### config.mk
export PLATFORM = sky130hd
export DESIGN_NAME = seu_err_collector
export DESIGN_NICKNAME = d
export VERILOG_FILES = /design/src/rtl/seu_err_collector.sv
export SDC_FILE = /design/constraint.sdc
export NUM_CORES = 1
export LEC_CHECK = 0
export CAP_MARGIN = 20
export CORE_MARGIN = 8
export CORE_UTILIZATION = 40
export DETAILED_ROUTE_END_ITERATION = 8
export PLACE_DENSITY_LB_ADDON = 0.08
export SYNTH_ARGS = -nofsm -noshare
export SYNTH_HDL_FRONTEND = slang
export SYNTH_SLANG_ARGS = --single-unit
### constraint.sdc
create_clock -name clk_i -period 4.75 [get_ports clk_i]
set_clock_uncertainty 0.05 [all_clocks]
set_input_delay 0.95 -clock clk_i [delete_from_list [all_inputs] [get_ports clk_i]]
set_output_delay 0.95 -clock clk_i [all_outputs]
set_load 0.01 [all_outputs]
### src/rtl/seu_err_collector.sv
// -----------------------------------------------------------------------------
// seu_err_collector
//
// Collects the level-type error lines of the single-bit-flip parity detectors
// and turns them into software-visible status:
//   - per-source sticky flags
//   - a saturating event counter with a lost-event (overflow) flag
//   - capture of the source that raised the alarm
//   - a level interrupt that is high while the block is in ALARM
// An "event" is a rising edge of a source's error line while that source is
// unmasked. All status is held until a single-cycle clear pulse.
//
// Ports:
//   clk_i         rising-edge clock
//   rstn_i        asynchronous active-low reset, clears all state
//   err_i         raw error levels, bit k = detector k
//   mask_i        1 = ignore source k (no event, no sticky, no count)
//   clr_i         single-cycle clear request
//   sticky_o      per-source latched error flags
//   count_o       total detected events, saturating at all-ones
//   overflow_o    counter saturated and at least one further event was lost
//   first_src_o   index of the source that moved IDLE -> ALARM
//   first_valid_o first_src_o is meaningful
//   irq_o         interrupt level, high while in ALARM
// All outputs are registered.
// -----------------------------------------------------------------------------
module seu_err_collector #(
  parameter  int N_SRC = 8,
  parameter  int CNT_W = 16,
  localparam int IDX_W = (N_SRC > 1) ? $clog2(N_SRC) : 1
) (
  input  logic             clk_i,
  input  logic             rstn_i,
  input  logic [N_SRC-1:0] err_i,
  input  logic [N_SRC-1:0] mask_i,
  input  logic             clr_i,
  output logic [N_SRC-1:0] sticky_o,
  output logic [CNT_W-1:0] count_o,
  output logic             overflow_o,
  output logic [IDX_W-1:0] first_src_o,
  output logic             first_valid_o,
  output logic             irq_o
);

  // Six extra bits hold any popcount of up to 32 sources, so the sum can
  // never wrap before the saturation compare.
  localparam int SUM_W = CNT_W + 6;
  localparam logic [SUM_W-1:0] CNT_MAX = {6'b0, {CNT_W{1'b1}}};

  typedef enum logic {
    IDLE  = 1'b0,
    ALARM = 1'b1
  } state_t;

  state_t           state;
  logic [N_SRC-1:0] err_q;
  logic [N_SRC-1:0] ev;
  logic             ev_any;
  logic [5:0]       ev_cnt;
  logic [IDX_W-1:0] ev_low;
  logic [CNT_W-1:0] cnt_base;
  logic [SUM_W-1:0] cnt_sum;
  logic             cnt_sat;
  logic [CNT_W-1:0] cnt_next;
  logic [N_SRC-1:0] sticky_base;

  // Rising-edge detect per source. err_q follows the raw line regardless of
  // the mask, so unmasking a source whose line is already high is not an edge.
  generate
    for (genvar gi = 0; gi < N_SRC; gi++) begin : g_edge
      assign ev[gi] = err_i[gi] & ~err_q[gi] & ~mask_i[gi];
    end
  endgenerate

  assign ev_any = |ev;

  // Number of simultaneous events this cycle.
  always_comb begin
    ev_cnt = '0;
    for (int k = 0; k < N_SRC; k++) begin
      ev_cnt = ev_cnt + {5'b0, ev[k]};
    end
  end

  // Lowest set index of ev: scan downward so the lowest hit wins.
  always_comb begin
    ev_low = '0;
    for (int k = N_SRC - 1; k >= 0; k--) begin
      if (ev[k]) begin
        ev_low = IDX_W'(k);
      end
    end
  end

  // A clear acts on the old value first; same-cycle events are added on top,
  // so an event is never lost to a clear.
  assign cnt_base    = clr_i ? '0 : count_o;
  assign sticky_base = clr_i ? '0 : sticky_o;
  assign cnt_sum     = {6'b0, cnt_base} + {{CNT_W{1'b0}}, ev_cnt};
  assign cnt_sat     = (cnt_sum > CNT_MAX);
  assign cnt_next    = cnt_sat ? {CNT_W{1'b1}} : cnt_sum[CNT_W-1:0];

  always_ff @(posedge clk_i or negedge rstn_i) begin
    if (!rstn_i) begin
      state         <= IDLE;
      err_q         <= '0;
      sticky_o      <= '0;
      count_o       <= '0;
      overflow_o    <= 1'b0;
      first_src_o   <= '0;
      first_valid_o <= 1'b0;
      irq_o         <= 1'b0;
    end else begin
      err_q      <= err_i;
      sticky_o   <= sticky_base | ev;
      count_o    <= cnt_next;
      // An overflow in the clearing cycle itself keeps the flag set.
      overflow_o <= (clr_i ? 1'b0 : overflow_o) | cnt_sat;

      case (state)
        IDLE: begin
          if (ev_any) begin
            state         <= ALARM;
            first_src_o   <= ev_low;
            first_valid_o <= 1'b1;
            irq_o         <= 1'b1;
          end
        end
        ALARM: begin
          if (clr_i) begin
            if (ev_any) begin
              // Clear and new event together: stay alarmed, re-capture.
              first_src_o <= ev_low;
            end else begin
              state         <= IDLE;
              first_src_o   <= '0;
              first_valid_o <= 1'b0;
              irq_o         <= 1'b0;
            end
          end
        end
        default: begin
          state <= IDLE;
        end
      endcase
    end
  end

endmodule

Word level (Yosys, flattened, before mapping) --
Cells that the tools add are included.
Storage, ports and cells: register bits 38, input bits 19, output and inout bits 30
Operators by class: $add $sub $neg 8, magnitude comparators 1, equality and inequality tests 3, multiplexer cells 23, bitwise gates (word level) 35, reductions and logical operators 3
Operator list (count):
- two-way mux 3 bit | 11
- two-way mux 16 bit | 2
- adder 16 x 6 -> 17 bit | 1
- greater-than comparator 17 x 16 -> 1 bit, second input constant | 1
- NOT 1 bit | 17
- bitwise AND 1 bit | 16
- adder 6 x 1 -> 6 bit | 2
- two-way mux 8 bit | 1
- OR 8 bit | 1
- OR reduction 8 bit | 1
- adder 5 x 1 -> 6 bit | 1
- two-way mux 1 bit | 6
- inequality test 2 bit, second input constant | 3
- one-hot mux 3 bit (2 select lines) | 1
- adder 4 x 1 -> 5 bit | 1
- adder 3 x 1 -> 4 bit | 1
- one-hot mux 1 bit (2 select lines) | 2
- adder 2 x 1 -> 3 bit | 1
- AND reduction 3 bit | 1
- adder 1 x 1 -> 2 bit | 1
- AND reduction 2 bit | 1
- OR 1 bit | 1

Depth between registers and ports, before layout --
depth in word-level cells 14, mapped depth 14

Worst setup path after synthesis --
No wires, ideal clock.
path kind input -> register, start point in mask_i[3], end point reg count_o[11], data arrival time 4617 ps, required time 4617 ps, setup slack 0 ps, stages 12, cells stage by stage or3b_2 > fa_1 > fa_1 > fa_1 > fa_1 > fa_1 > and2b_1 > o21ai_2 > a21oi_2 > nand4_1 > buf_2 > o21ai_0
Between the ends: longest elaborated chain between the ends 10
RTL lines:
- start, declared | RTL line 35 | input logic [N_SRC-1:0] mask_i,
- NOT 1 bit (*) | RTL line 71 | assign ev[gi] = err_i[gi] & ~err_q[gi] & ~mask_i[gi];
- bitwise AND 1 bit (*) | RTL line 71
- adder 3 x 1 -> 4 bit (*) | RTL line 81 | ev_cnt = ev_cnt + {5'b0, ev[k]};
- adder 4 x 1 -> 5 bit (*) | RTL line 81
- adder 5 x 1 -> 6 bit (*) | RTL line 81
- adder 6 x 1 -> 6 bit (*) (2 in a row) | RTL line 81
- adder 16 x 6 -> 17 bit (*) | RTL line 99 | assign cnt_sum = {6'b0, cnt_base} + {{CNT_W{1'b0}}, ev_cnt};
- greater-than comparator 17 x 16 -> 1 bit | RTL line 100 | assign cnt_sat = (cnt_sum > CNT_MAX);
- two-way mux 16 bit (*) | RTL line 101 | assign cnt_next = cnt_sat ? {CNT_W{1'b1}} : cnt_sum[CNT_W-1:0];
- via cnt_next[11] | RTL line 64 | logic [CNT_W-1:0] cnt_next;
- end signal, assigned | RTL line 116 | count_o <= cnt_next;
- end, declared | RTL line 38 | output logic [CNT_W-1:0] count_o,
Mark *: on every way through the listed nets, which the timed path passes. The rest lies on a longest branch. A chain may end at the register's enable or synchronous reset.

Worst setup path after layout --
start point in mask_i[3], end point reg count_o[2]
Same word-level chain as after synthesis.

==> impl_metrics.json <==
{
  "grt_first_pass_wirelength_mm": 8.031,
  "layout_setup_ws_ns": 0.1813,
  "grt_max_degree": 39,
  "vias_in_the_first_global_route": 1669,
  "synth-edff-count": 0,
  "areaGrowthSynthToFinish_pct": 38.52,
  "dp_slack_ns": -0.6016,
  "layoutNonFillerInstCount": 324,
  "clock_tree.root_cell": "clkbuf_8",
  "timing.critical_path.arrival_ns": 4.72,
  "crit_end": "count_o[2]$_DFF_PN0_",
  "via_count": 1565,
  "boundaryPins": 49,
  "timing.rr.start": "err_q[3]$_DFF_PN0_",
  "yosysTopAreaCell": "dfrtp_1",
  "die_width_um": 87.47,
  "max-slew-margin-rel_pct": 42.80,
  "via_per_inst": 4.830,
  "synth_most_common_cell": "dfrtp_1",
  "worstSetupStartpointType": "input port",
  "clkLatencyLatePin_ns": 0.29,
  "layout-drive-gt1-share_pct": 18.50,
  "cap_violations": 0,
  "static-leakage-power_nw": 1.236,
  "cts_bufs_inserted": 5,
  "hold_violations": 0,
  "ctsHoldBuffers": 0,
  "worst-r2r-cell-count": 12,
  "globalRouteOverflowTotal": 0,
  "rsz0062_at_grt": "no",
  "post_synthesis_register_bit_count": 38,
  "initial_antenna_violation_count": 0,
  "clock_tree.buffer_depth": 2,
  "final_cell_utilization_of_the_core_pct": 56.49,
  "ys_async_sr_fraction_pct": 100.0,
  "synth_seq_area_share_pct": 46.54,
  "vdd_ir_drop_max_uv": 127.8,
  "syn-instance-count": 190,
  "crit_start": "mask_i[3]",
  "drt_first_pass_iters": 6,
  "floorplan.initialDensity_pct": 40.78,
  "adder_cell_share_of_the_synthesized_area_pct": 9.186,
  "synth_top_family_by_area": "simple AND/OR/NAND/NOR gates",
  "min_from": "sticky_o[6]$_DFF_PN0_",
  "post-route-drc-count": 0,
  "drt_first_iter_violations": 46,
  "worst_hold_path_type": "flip-flop to flip-flop",
  "die_y_extent_um": 87.47,
  "synth_mux_area_share_pct": 0,
  "cts_sinks": 38,
  "routabilityCongestion": 0.7671,
  "finalMaxSlewViolations": 0,
  "final_nets": 284,
  "synth-compound-area-share_pct": 15.92,
  "synth_simple_gate_area_share_pct": 19.35,
  "status": "finished, final reports clean",
  "drt-wirelength-per-cell_um": 14.73,
  "dpl.cell_count": 315,
  "cts_tree": "built",
  "timing.final.crit_share_pct": 96.18,
  "dp.final_hpwl_mm": 3.547,
  "synth_area_sq_um": 2043,
  "synthesis.nets": 221,
  "rr_endpoint": "count_o[2]$_DFF_PN0_",
  "timing.critical_path.fanout_max": 7,
  "synthesis.area_per_instance_sq_um": 10.75,
  "placeableCoreArea_sq_um": 5010,
  "antenna_left": 0,
  "grt_use_total_pct": 13.62,
  "fmax_mhz": 218.9,
  "regToRegSetupSlack_ns": 0.72,
  "synth_warnings": 0,
  "count_of_port_buffers_added_during_placement": 48,
  "post_synth_main_area_contributors": "dfrtp_1 47%, fa_1 4.9%, ha_1 4.3%",
  "synthDistinctLibCells": 46,
  "post_synth_xor_area_fraction_pct": 4.287,
  "post_cts_buffers": 0,
  "num_rows": 26,
  "htree_levels": 2,
  "cts.clk_slew.worst_paths_ns": 0.08,
  "antenna_cells_inserted": 0,
  "cp_data_required_time_ns": 4.90,
  "worst_pin_slew_ns": 0.8580,
  "yosys-top-cells-count": "38 x dfrtp_1, 20 x nand2_1, 19 x inv_1",
  "route.final.wire_length_mm": 4.771,
  "yosysTopAreaCellShare_pct": 46.54,
  "fp.dieArea_sq_um": 7651,
  "synth_ff_type": "dfrtp_1",
  "power_density_nw_per_um2": 299.5,
  "period_needed_ns": 4.569,
  "finalSetupViolCount": 0,
  "critPathKind": "input port to flip-flop",
  "setup.worst_path.end_class": "flip-flop"
}
[state kept, by name (all words and copies together), names as in the netlist]
| name | flops |
|---|---|
| count_o | 16 |
| err_q | 8 |
| first_src_o | 3 |
| irq_o | 1 |
| overflow_o | 1 |
| state | 1 |
| sticky_o | 8 |
[logic make-up after synthesis]
group / after synthesis
buffers and inverters: 24
DFF: 38
xor gates and xnor gates: 10
AOI/OAI and AO/OA: 43
adders and majority gates: 12
and+or+nand+nor: 63
[timing repair]
action,CTS,global route
gates resized for setup,16,1
pin swaps,14,6
gates cloned,0,1
endpoints found under the setup margin,17,15
[per-stage QoR]
step | area, sq um | setup TNS (ns) | hold slack (ns) | power [mW]
2_1_floorplan | 2043 | 0 | 0.4462 | 0.4745
3_3_place_gp | 2671 | -7.574 | 0.4099 | 0.5821
3_5_place_dp | 2671 | -8.425 | 0.4166 | 0.5815
4_1_cts | 2825 | 0 | 0.4346 | 0.8595
5_1_grt | 2830 | 0 | 0.4611 | 0.8980
6_report | 2830 | 0 | 0.4339 | 0.8477
[power by group]
| part | leakage (nW) | internal [mW] | switching, mW |
|---|---|---|---|
| clock network | 0.0524 | 0.157 | 0.118 |
| registers | 0.491 | 0.354 | 0.0178 |
| logic | 0.692 | 0.110 | 0.0905 |
[worst min path at each step]
stage / to / slack [ns] / cells past startpoint
floorplan: irq_o$_DFFE_PN0P_ / 0.45 / 1
global placement: sticky_o[6]$_DFF_PN0_ / 0.41 / 1
detailed placement: sticky_o[6]$_DFF_PN0_ / 0.42 / 1
CTS: sticky_o[6]$_DFF_PN0_ / 0.43 / 1
global route: first_src_o[2]$_DFFE_PN0P_ / 0.46 / 1
finish: sticky_o[6]$_DFF_PN0_ / 0.43 / 1
[cell usage in the layout, fill, tap and decap left out, types with 2 or more instances in the layout]
master / Yosys / final
clkdlybuf4s50_1: 0 / 43
dfrtp_1: 38 / 38
nand2_1: 20 / 20
inv_1: 19 / 19
o21ai_0: 16 / 15
buf_4: 1 / 11
xnor2_1: 10 / 10
nor2b_1: 8 / 8
ha_1: 7 / 7
nand3_1: 5 / 5
a21oi_1: 7 / 5
clkbuf_8: 0 / 5
nor2_1: 4 / 4
dlygate4sd2_1: 0 / 4
a21oi_2: 1 / 3
o21ai_2: 4 / 3
fa_1: 5 / 3
or3b_4: 0 / 2
nor3b_1: 2 / 2
a21o_1: 2 / 2
or3b_2: 4 / 2
nor2b_4: 2 / 2
nand4_1: 2 / 2
and2_1: 2 / 2
a2111oi_4: 1 / 2
a211oi_2: 1 / 2
and3_1: 3 / 2
fa_2: 0 / 2
clkbuf_1: 2 / 2
buf_2: 2 / 2
[layout make-up]
type	instances	area [sq um]
clock inverter	1	30.03
tap	70	87.58
inverter	19	71.32
sequential	38	950.9
timing repair buffer	61	569.3
fill	458	2180
multi-input combinational	128	1045
clock buffer	7	76.32
[worst max-delay path: stages]
cell           delay (ns)
dlygate4sd2_1        0.23
or3b_4               0.40
fa_1                 0.51
fa_1                 0.54
fa_1                 0.43
fa_2                 0.36
fa_2                 0.34
and2b_2              0.25
o21ai_4              0.09
a21oi_2              0.18
nand4_1              0.18
buf_6                0.19
o21ai_0              0.08
[per-layer routing]
layer | vias to the layer above | share of wire [%] | global-route usage, %
met2 | 35 | 49 | 21.76
met3 | 4 | 5.6 | 4.811
li1 | 766 | - | -
met1 | 760 | 45 | 16.49
met4 | 0 | 0.75 | 4.688
met5 | - | 0 | 0
Power figures use the tool's default switching activity.
